--- src/rtl/mux_pkg.sv ---
// Shared definitions for the Hack word multiplexers: word width and select codes.
// Latency: n/a (package only).
// Backpressure: n/a (package only).
package mux_pkg;

   // Hack machine word width; default data width of the word muxes.
   localparam int WORD_W = 16;

   // Width of the 8-way select bus.
   localparam int SEL_W = 3;

   // Binary select encodings, MSB first, one per input lane a..h.
   typedef enum logic [SEL_W-1:0] {
      SEL_A = 3'd0,
      SEL_B = 3'd1,
      SEL_C = 3'd2,
      SEL_D = 3'd3,
      SEL_E = 3'd4,
      SEL_F = 3'd5,
      SEL_G = 3'd6,
      SEL_H = 3'd7
   } sel_e;

   // True when the select code addresses the upper bank (e..h).
   function automatic logic sel_is_high(input logic [SEL_W-1:0] s);
      return s[SEL_W-1];
   endfunction

endpackage

--- src/rtl/mux_8way_16_if.sv ---
// Bus bundle for the 8-way word mux: eight data words, select, selected word.
// Latency: n/a (signal bundle only).
// Backpressure: none; plain combinational data path, no handshake.
// Ports: a..h data words, sel select, out selected word,
//        out_q registered copy (only with MUX8WAY16_OUT_REG_EN defined).
// master drives data and select; slave (the mux) drives the results.
interface mux_8way_16_if #(
   parameter int WIDTH = mux_pkg::WORD_W
);
   logic [WIDTH-1:0] a;
   logic [WIDTH-1:0] b;
   logic [WIDTH-1:0] c;
   logic [WIDTH-1:0] d;
   logic [WIDTH-1:0] e;
   logic [WIDTH-1:0] f;
   logic [WIDTH-1:0] g;
   logic [WIDTH-1:0] h;
   logic [2:0]       sel;
   logic [WIDTH-1:0] out;
`ifdef MUX8WAY16_OUT_REG_EN
   logic [WIDTH-1:0] out_q;

   modport master (
      output a, b, c, d, e, f, g, h, sel,
      input  out, out_q
   );

   modport slave (
      input  a, b, c, d, e, f, g, h, sel,
      output out, out_q
   );
`else
   modport master (
      output a, b, c, d, e, f, g, h, sel,
      input  out
   );

   modport slave (
      input  a, b, c, d, e, f, g, h, sel,
      output out
   );
`endif

endinterface

--- src/rtl/mux_4way_16.sv ---
// 4:1 word multiplexer, one bank of the 8-way mux.
// Latency: 0 cycles, purely combinational.
// Backpressure: none.
// Ports: sel (2-bit lane select), a..d data words, y selected word.
module mux_4way_16 #(
   parameter int WIDTH = mux_pkg::WORD_W
) (
   input  logic [1:0]       sel,
   input  logic [WIDTH-1:0] a,
   input  logic [WIDTH-1:0] b,
   input  logic [WIDTH-1:0] c,
   input  logic [WIDTH-1:0] d,
   output logic [WIDTH-1:0] y
);

   always_comb begin
      y = '0;
      case (sel)
         2'd0:    y = a;
         2'd1:    y = b;
         2'd2:    y = c;
         2'd3:    y = d;
         // Only reachable with X/Z on sel in 4-state simulation.
         default: y = '0;
      endcase
   end

endmodule

--- src/rtl/mux_8way_16.sv ---
// 8:1 word multiplexer for the Hack datapath (RAM8 read-back and similar).
// Latency: out 0 cycles; out_q 1 cycle (only with MUX8WAY16_OUT_REG_EN).
// Backpressure: none; out follows sel and the selected word continuously.
// Ports: clk, rst_n (async, active-low) feed only the optional register;
//        bus (slave modport) carries a..h, sel, out and optionally out_q.
// Build option: define MUX8WAY16_OUT_REG_EN to add the registered copy out_q.
module mux_8way_16
   import mux_pkg::*;
#(
   parameter int WIDTH = WORD_W
) (
   input  logic          clk,
   input  logic          rst_n,
   mux_8way_16_if.slave  bus
);

   logic [WIDTH-1:0] lo_word;
   logic [WIDTH-1:0] hi_word;
   logic [WIDTH-1:0] out_c;

   // Lower bank a..d and upper bank e..h share the two low select bits.
   mux_4way_16 #(.WIDTH(WIDTH)) u_lo (
      .sel (bus.sel[1:0]),
      .a   (bus.a),
      .b   (bus.b),
      .c   (bus.c),
      .d   (bus.d),
      .y   (lo_word)
   );

   mux_4way_16 #(.WIDTH(WIDTH)) u_hi (
      .sel (bus.sel[1:0]),
      .a   (bus.e),
      .b   (bus.f),
      .c   (bus.g),
      .d   (bus.h),
      .y   (hi_word)
   );

   // Final 2:1 stage on the select MSB; X/Z there resolves to all zeros.
   always_comb begin
      out_c = '0;
      case (sel_is_high(bus.sel))
         1'b0:    out_c = lo_word;
         1'b1:    out_c = hi_word;
         default: out_c = '0;
      endcase
   end

   assign bus.out = out_c;

`ifdef MUX8WAY16_OUT_REG_EN
   logic [WIDTH-1:0] out_r;

   // Registered copy of the selection; reset clears it without a clock edge.
   always_ff @(posedge clk or negedge rst_n) begin
      if (!rst_n) begin
         out_r <= '0;
      end else begin
         out_r <= out_c;
      end
   end

   assign bus.out_q = out_r;
`else
   // Clock and reset have no load in the purely combinational build.
   logic unused_clk_rst;
   assign unused_clk_rst = &{1'b0, clk, rst_n};
`endif

endmodule

--- src/flat_wrapper.sv ---
// flat-port wrapper written by rule: the top's interface ports become plain ports
module mux_8way_16_flat import mux_pkg::*;
#(
   parameter int WIDTH = WORD_W
)
  (clk, rst_n, bus_a, bus_b, bus_c, bus_d, bus_e, bus_f, bus_g, bus_h, bus_sel, bus_out);
  mux_8way_16_if #(.WIDTH(WIDTH)) bus_i ();
  input  logic clk;
  input  logic rst_n;
  input wire logic [$bits(bus_i.a)-1:0] bus_a;
  input wire logic [$bits(bus_i.b)-1:0] bus_b;
  input wire logic [$bits(bus_i.c)-1:0] bus_c;
  input wire logic [$bits(bus_i.d)-1:0] bus_d;
  input wire logic [$bits(bus_i.e)-1:0] bus_e;
  input wire logic [$bits(bus_i.f)-1:0] bus_f;
  input wire logic [$bits(bus_i.g)-1:0] bus_g;
  input wire logic [$bits(bus_i.h)-1:0] bus_h;
  input wire logic [$bits(bus_i.sel)-1:0] bus_sel;
  output wire logic [$bits(bus_i.out)-1:0] bus_out;
  assign bus_i.a = bus_a;
  assign bus_i.b = bus_b;
  assign bus_i.c = bus_c;
  assign bus_i.d = bus_d;
  assign bus_i.e = bus_e;
  assign bus_i.f = bus_f;
  assign bus_i.g = bus_g;
  assign bus_i.h = bus_h;
  assign bus_i.sel = bus_sel;
  assign bus_out = bus_i.out;
  mux_8way_16 #(.WIDTH(WIDTH)) u_core (.clk(clk), .rst_n(rst_n), .bus(bus_i));
endmodule
--- config.mk ---
export PLATFORM = sky130hd
export DESIGN_NAME = mux_8way_16_flat
export DESIGN_NICKNAME = d
export VERILOG_FILES = /design/src/rtl/mux_pkg.sv /design/src/rtl/mux_8way_16_if.sv /design/src/rtl/mux_4way_16.sv /design/src/rtl/mux_8way_16.sv /design/src/flat_wrapper.sv
export SDC_FILE = /design/constraint.sdc
export NUM_CORES = 1
export LEC_CHECK = 0
export BUFFER_PORTS_ARGS = -buffer_cell sky130_fd_sc_hd__buf_2
export CAP_MARGIN = 20
export CORE_ASPECT_RATIO = 1.2
export CORE_UTILIZATION = 32
export DETAILED_ROUTE_END_ITERATION = 6
export PLACE_DENSITY = 0.84
export SLEW_MARGIN = 10
export SYNTH_ARGS = -nofsm -noshare
export SYNTH_HDL_FRONTEND = slang
export SYNTH_SLANG_ARGS = --single-unit
--- constraint.sdc ---
create_clock -name vclk -period 3.15
set_input_delay 0.945 -clock vclk [all_inputs]
set_output_delay 0.945 -clock vclk [all_outputs]
set_load 0.02 [all_outputs]
==> results.md, run 1 <==
* Hold wc startpoint: bus_b[6]
* Synth unique cells at 7
* Hold Crit Endpoint: bus_out[6]
* Layout Area Growth over Synthesis at 74.5%
* Worst slew pin tran at 0.371 ns
* Routability cong. at slightly above 0.7
* Status: completed
* Syn Inst Count at 57
* # placed instances at ~240
* Die area at 3580 um2
* Final Hold Viols at 0
* Crit path DAT at roughly 2.2 ns
* Setup slack after layout at approximately 0.035 ns
* Number of diodes at 0
* Routed wire length at roughly 4.5 mm
* CP Class: in2out
* Critical path fanouts, max at 7
* Clkbuf count at 0
* FF+latch count at 0
* Syn_area_per_cell at 18.8 um2
* RSZ-0062 raised after global routing: true
* Filler cell count at between 200 and 300
* Die Height at 65.4 um
* PwrDens at 158 nW/um2
* DP Worst Slack at -0.110 ns
* Final period util at 0.989
* Layout cells sized above 1 at 0.970
* Leakage at 0.947 nW
* Setup bufs post-CTS at 0
* Setup crit end kind: output pin
* First-pass GRT wire length at just under 6 mm
* Fin cells at 238
* GRT Total Usage at 0.232
* Worst hold slack at approximately 2.4 ns
* Max-slew headroom at 0.753
* Core Util, Final at 0.601
* Multi-input gate area at 923 um2
* Starting Density at 0.344
* Syn nets at 190
* Initial antenna violation count at 0
* WL/cell at between 15 and 20 um
* Flip-flop and latch area at 0 um2
* 1st-pass router iterations at 4
* Synth warn at 0
* Tmin final at 3.12 ns
* Remaining antenna violation count after routing at 0
* Fmax at ~320 MHz
* Post-CTS Hold Fix Bufs at 0
* Core area at 3110 um2
* Hold Crit Depth at 4
* Nets@finish at ~340
* Vias at around 1300
* Max Cap Viol at 0
* GRT overflow at 0
* # IOs at about 150
* Largest net degree at the start of global routing at 21
* Vias in the first global route at ~1300
* Sequential fraction of the synthesis area at 0
* Die width at roughly 55 um
* Worst endpoint required time at ~2.2 ns
* Endpoints failing setup at 0
* # DRC at 0
* Vias per inst at approximately 5.5
* Rows at 22
* Worst VDD drop at between 0.0001 and 0.00015 V
* Worst setup SP type: input pin
* Cell area after synthesis at between 1000 and 1500 um2
* I/O Buffers at between 100 and 150
* HP Class: in2out
* Pins Over Slew Limit at 0
* DRC marker count from the first detailed-route iteration at 36
* DP HPWL at around 3.7 mm
[layout by cell type (no fill, tap or decap)]
cell | synthesis | final
clkbuf_16 | 0 | 1
buf_16 | 0 | 2
mux4_1 | 28 | 6
buf_2 | 0 | 145
mux4_2 | 4 | 26
buf_4 | 0 | 2
mux2_2 | 16 | 16
buf_12 | 0 | 4
[critical path: stages]
cell,delay [ns]
buf_12,0.12
buf_16,0.13
mux4_1,0.54
mux2_2,0.27
buf_2,0.16
[power by group]
| part | total, mW | internal [mW] | switching [mW] |
|---|---|---|---|
| Clock | 0 | 0 | 0 |
| Combinational | 0.296 | 0.179 | 0.116 |
| Sequential | 0 | 0 | 0 |
| Total | 0.296 | 0.179 | 0.116 |
[per-layer routing]
layer  share of wire  vias to the layer above  wire length [um]  track usage
met5               0                        -                 0            0
met4           0.020                        0                91       0.0513
met3            0.11                       12               485       0.0417
met2            0.58                      102              2590        0.473
met1            0.29                      632              1300        0.218
li1                -                      574                 -            -
[cell families (layout without fill, tap and decap cells)]
group	after synthesis	count (layout)	share of synthesized area
buffers and inverters	9	154	0.0607
multiplexers	48	48	0.939
[worst max-delay path by stage]
stage / to / depth (start not counted) / slack (ns) / startpoint
after CTS: bus_out[11] / 5 / -0.009 / bus_sel[2]
final: bus_out[15] / 5 / 0.03 / bus_sel[2]
after global routing: bus_out[15] / 5 / -0.02 / bus_sel[2]
after floorplan: bus_out[1] / 4 / 0.16 / bus_sel[2]
after global placement: bus_out[9] / 5 / -0.08 / bus_sel[2]
after detailed placement: bus_out[10] / 5 / -0.11 / bus_sel[2]
[cells in the mapped netlist]
cell       n  area share
mux2_2    16        0.17
clkbuf_1   2      0.0070
buf_1      2      0.0070
mux4_2     4       0.084
mux4_1    28        0.69
clkbuf_2   1      0.0047
buf_6      4       0.042
[area by class of cell]
type | count | share of cell area
timing repair buffer | 154 | 0.482
tap | 36 | 0.0241
multi-input combinational | 48 | 0.494
[what timing repair did]
| action | 4_1_cts | 5_1_grt |
|---|---|---|
| resized for setup | 14 | 15 |
| setup endpoints to repair | 16 | 13 |
| cloned | 2 | 1 |
[stage by stage]
stage	area (um2)	setup TNS [ns]	power, mW
floorplan	1070	0	0.152
global placement	1850	-0.856	0.261
detailed placement	1850	-1.11	0.271
CTS	1890	-0.0163	0.287
global route	1870	-0.0204	0.317
finish	1870	0	0.296
Note: power is estimated with default switching activity, not from simulation.
==> run 2: changes to the inputs <==
clock period = 3.33 ns   (was 3.15 ns; I/O delays follow)
==> run 2 against run 1 <==
Net effect:
- cell count is 0.84% lower
- worst hold slack better by 0.11 ns
- wire length is 7.4% lower
- utilization is 0.48 points lower
- via count is 1.5% lower
- clock-buffer cell count stayed put
- sequential share of layout area stayed put
- non-clock buffer count is 2 lower
- global-route usage is 1.4 points lower
- critical path depth stayed put
- largest power group unchanged
- highest routed layer unchanged
==> results.md, run 2 (synthesis gave the netlist of run 1 again) <==
* # DRC at 0 (unchanged)
* Initial antenna violation count at 0 (unchanged)
* Core Util, Final at 0.596 (-0.00483)
* WL/cell at 17.5 um (-6.7%)
* 1st-pass router iterations at 4 (unchanged)
* Commonest non-fill, non-tap cell in the layout: buf_2
* GRT Total Usage at 0.218 (-0.0142)
* Vias in the first global route at 1299 (-3.6%)
* Die width at 54.8 um (unchanged)
* Vias at 1300 (-1.5%)
* Pins Over Slew Limit at 0 (unchanged)
* I/O Buffers at 147 (unchanged)
* Hold wc startpoint: bus_c[14]
* Endpoints failing setup at 0 (unchanged)
* DRC marker count from the first detailed-route iteration at 26 (-28%)
* Final period util at 0.992
* Flip-flop and latch area at 0 um2 (unchanged)
* Routed wire length at 4.13 mm (-7.4%)
* HP Class: in2out
* Max Cap Viol at 0 (unchanged)
* Final Hold Viols at 0 (unchanged)
* Remaining antenna violation count after routing at 0 (unchanged)
* Worst slew pin tran at 0.372 ns (+0.00122 ns)
* Tmin final at 3.30 ns
* Status: completed
* PwrDens at 141 nW/um2 (-11%)
* # IOs at 149 (unchanged)
* Worst endpoint required time at 2.33 ns (+0.13 ns)
* Final instance area at 1850 um2 (-0.80%)
* GRT overflow at 0 (unchanged)
* Largest net degree at the start of global routing at 17 (-19%)
* Core area at 3110 um2 (unchanged)
* Crit path DAT at 2.31 ns (+0.14 ns)
* CP Class: in2out
* Rows at 22 (unchanged)
* Layout cells sized above 1 at 0.900 (-0.0703)
* Most frequent cells in the layout: buf_2, mux4_1, mux2_2
* Die Height at 65.4 um (unchanged)
* First-pass GRT wire length at 5.54 mm (-6.8%)
* Number of diodes at 0 (unchanged)
* Leakage at 0.974 nW (+2.9%)
* CP startpoint: bus_sel[2]
* RSZ-0062 raised after global routing: true
* Nets@finish at 335 (-0.59%)
* Max-slew headroom at 0.752 (-0.000811)
* Worst VDD drop at 0.0000960 V (-17%)
* Layout Area Growth over Synthesis at 73.1%
* Critical path fanouts, max at 10 (+3)
* Worst setup SP type: input pin
* Post-Place Cell Area at 1850 um2 (unchanged)
* Die area at 3580 um2 (unchanged)
* Routability cong. at 0.745 (+3.5%)
* Vias per inst at 5.51 (-0.68%)
* Setup crit end kind: output pin
* Clkbuf count at 0 (unchanged)
* Starting Density at 0.344 (unchanged)
* Overall power at 262 uW (-12%)
* FF+latch count at 0 (unchanged)
* Fmax at ~300 MHz
* DP HPWL at 3.63 mm (-1.7%)
run 2: cell types whose count changed in the layout (fill, tap and decap cells not counted):
cell and change:
clkbuf_16 -1, mux4_2 -14, mux4_1 +14, buf_16 -1
buf_2 +1, buf_12 -1
run 2: through the flow:
step / hold WS [ns] / instances / worst slack, ns / setup TNS [ns]
final: 2.55 / 236 / 0.0258 / 0
after global routing: 2.56 / 236 / -0.0121 / -0.0366
after CTS: 2.55 / 236 / 0.0147 / 0
after detailed placement: 2.55 / 235 / -0.0318 / -0.0967
after global placement: 2.54 / 235 / -0.00551 / -0.0138
after floorplan: 2.31 / 57 / 0.230 / 0
run 2: repair_timing:
action                     in CTS  in global routing
hold endpoints to repair        0                  0
setup endpoints to repair       6                  7
cloned                          1                  0
gates resized for setup         3                  7
hold buffers                    0                  0
setup buffers                   0                  0
run 2: worst max-delay path: stages:
cell	delay, ns
buf_4	0.14
buf_12	0.15
mux4_1	0.57
mux2_2	0.28
buf_2	0.16
run 2: worst paths after layout:
kind / endpoint / slack, ns / cells past startpoint
max: bus_out[5] / 0.03 / 5
min: bus_out[14] / 2.55 / 4
run 2: area by class of cell:
cell class	count	area [um2]
fillers	292	1260
multi-input cells	48	976
repair buffers	152	833
well taps	36	45.0
run 2: report_power, final:
group          internal, mW  total [mW]  switching, mW  leakage, nW
Clock                     0           0              0            0
Combinational         0.159       0.262          0.103        0.974
Sequential                0           0              0            0
run 2: metal layers:
metal	up-vias	track usage	share of wire
li1	582	-	-
met1	632	0.196	0.30
met2	82	0.476	0.60
met3	4	0.0162	0.092
met4	0	0.0321	0.0073
met5	-	0	0
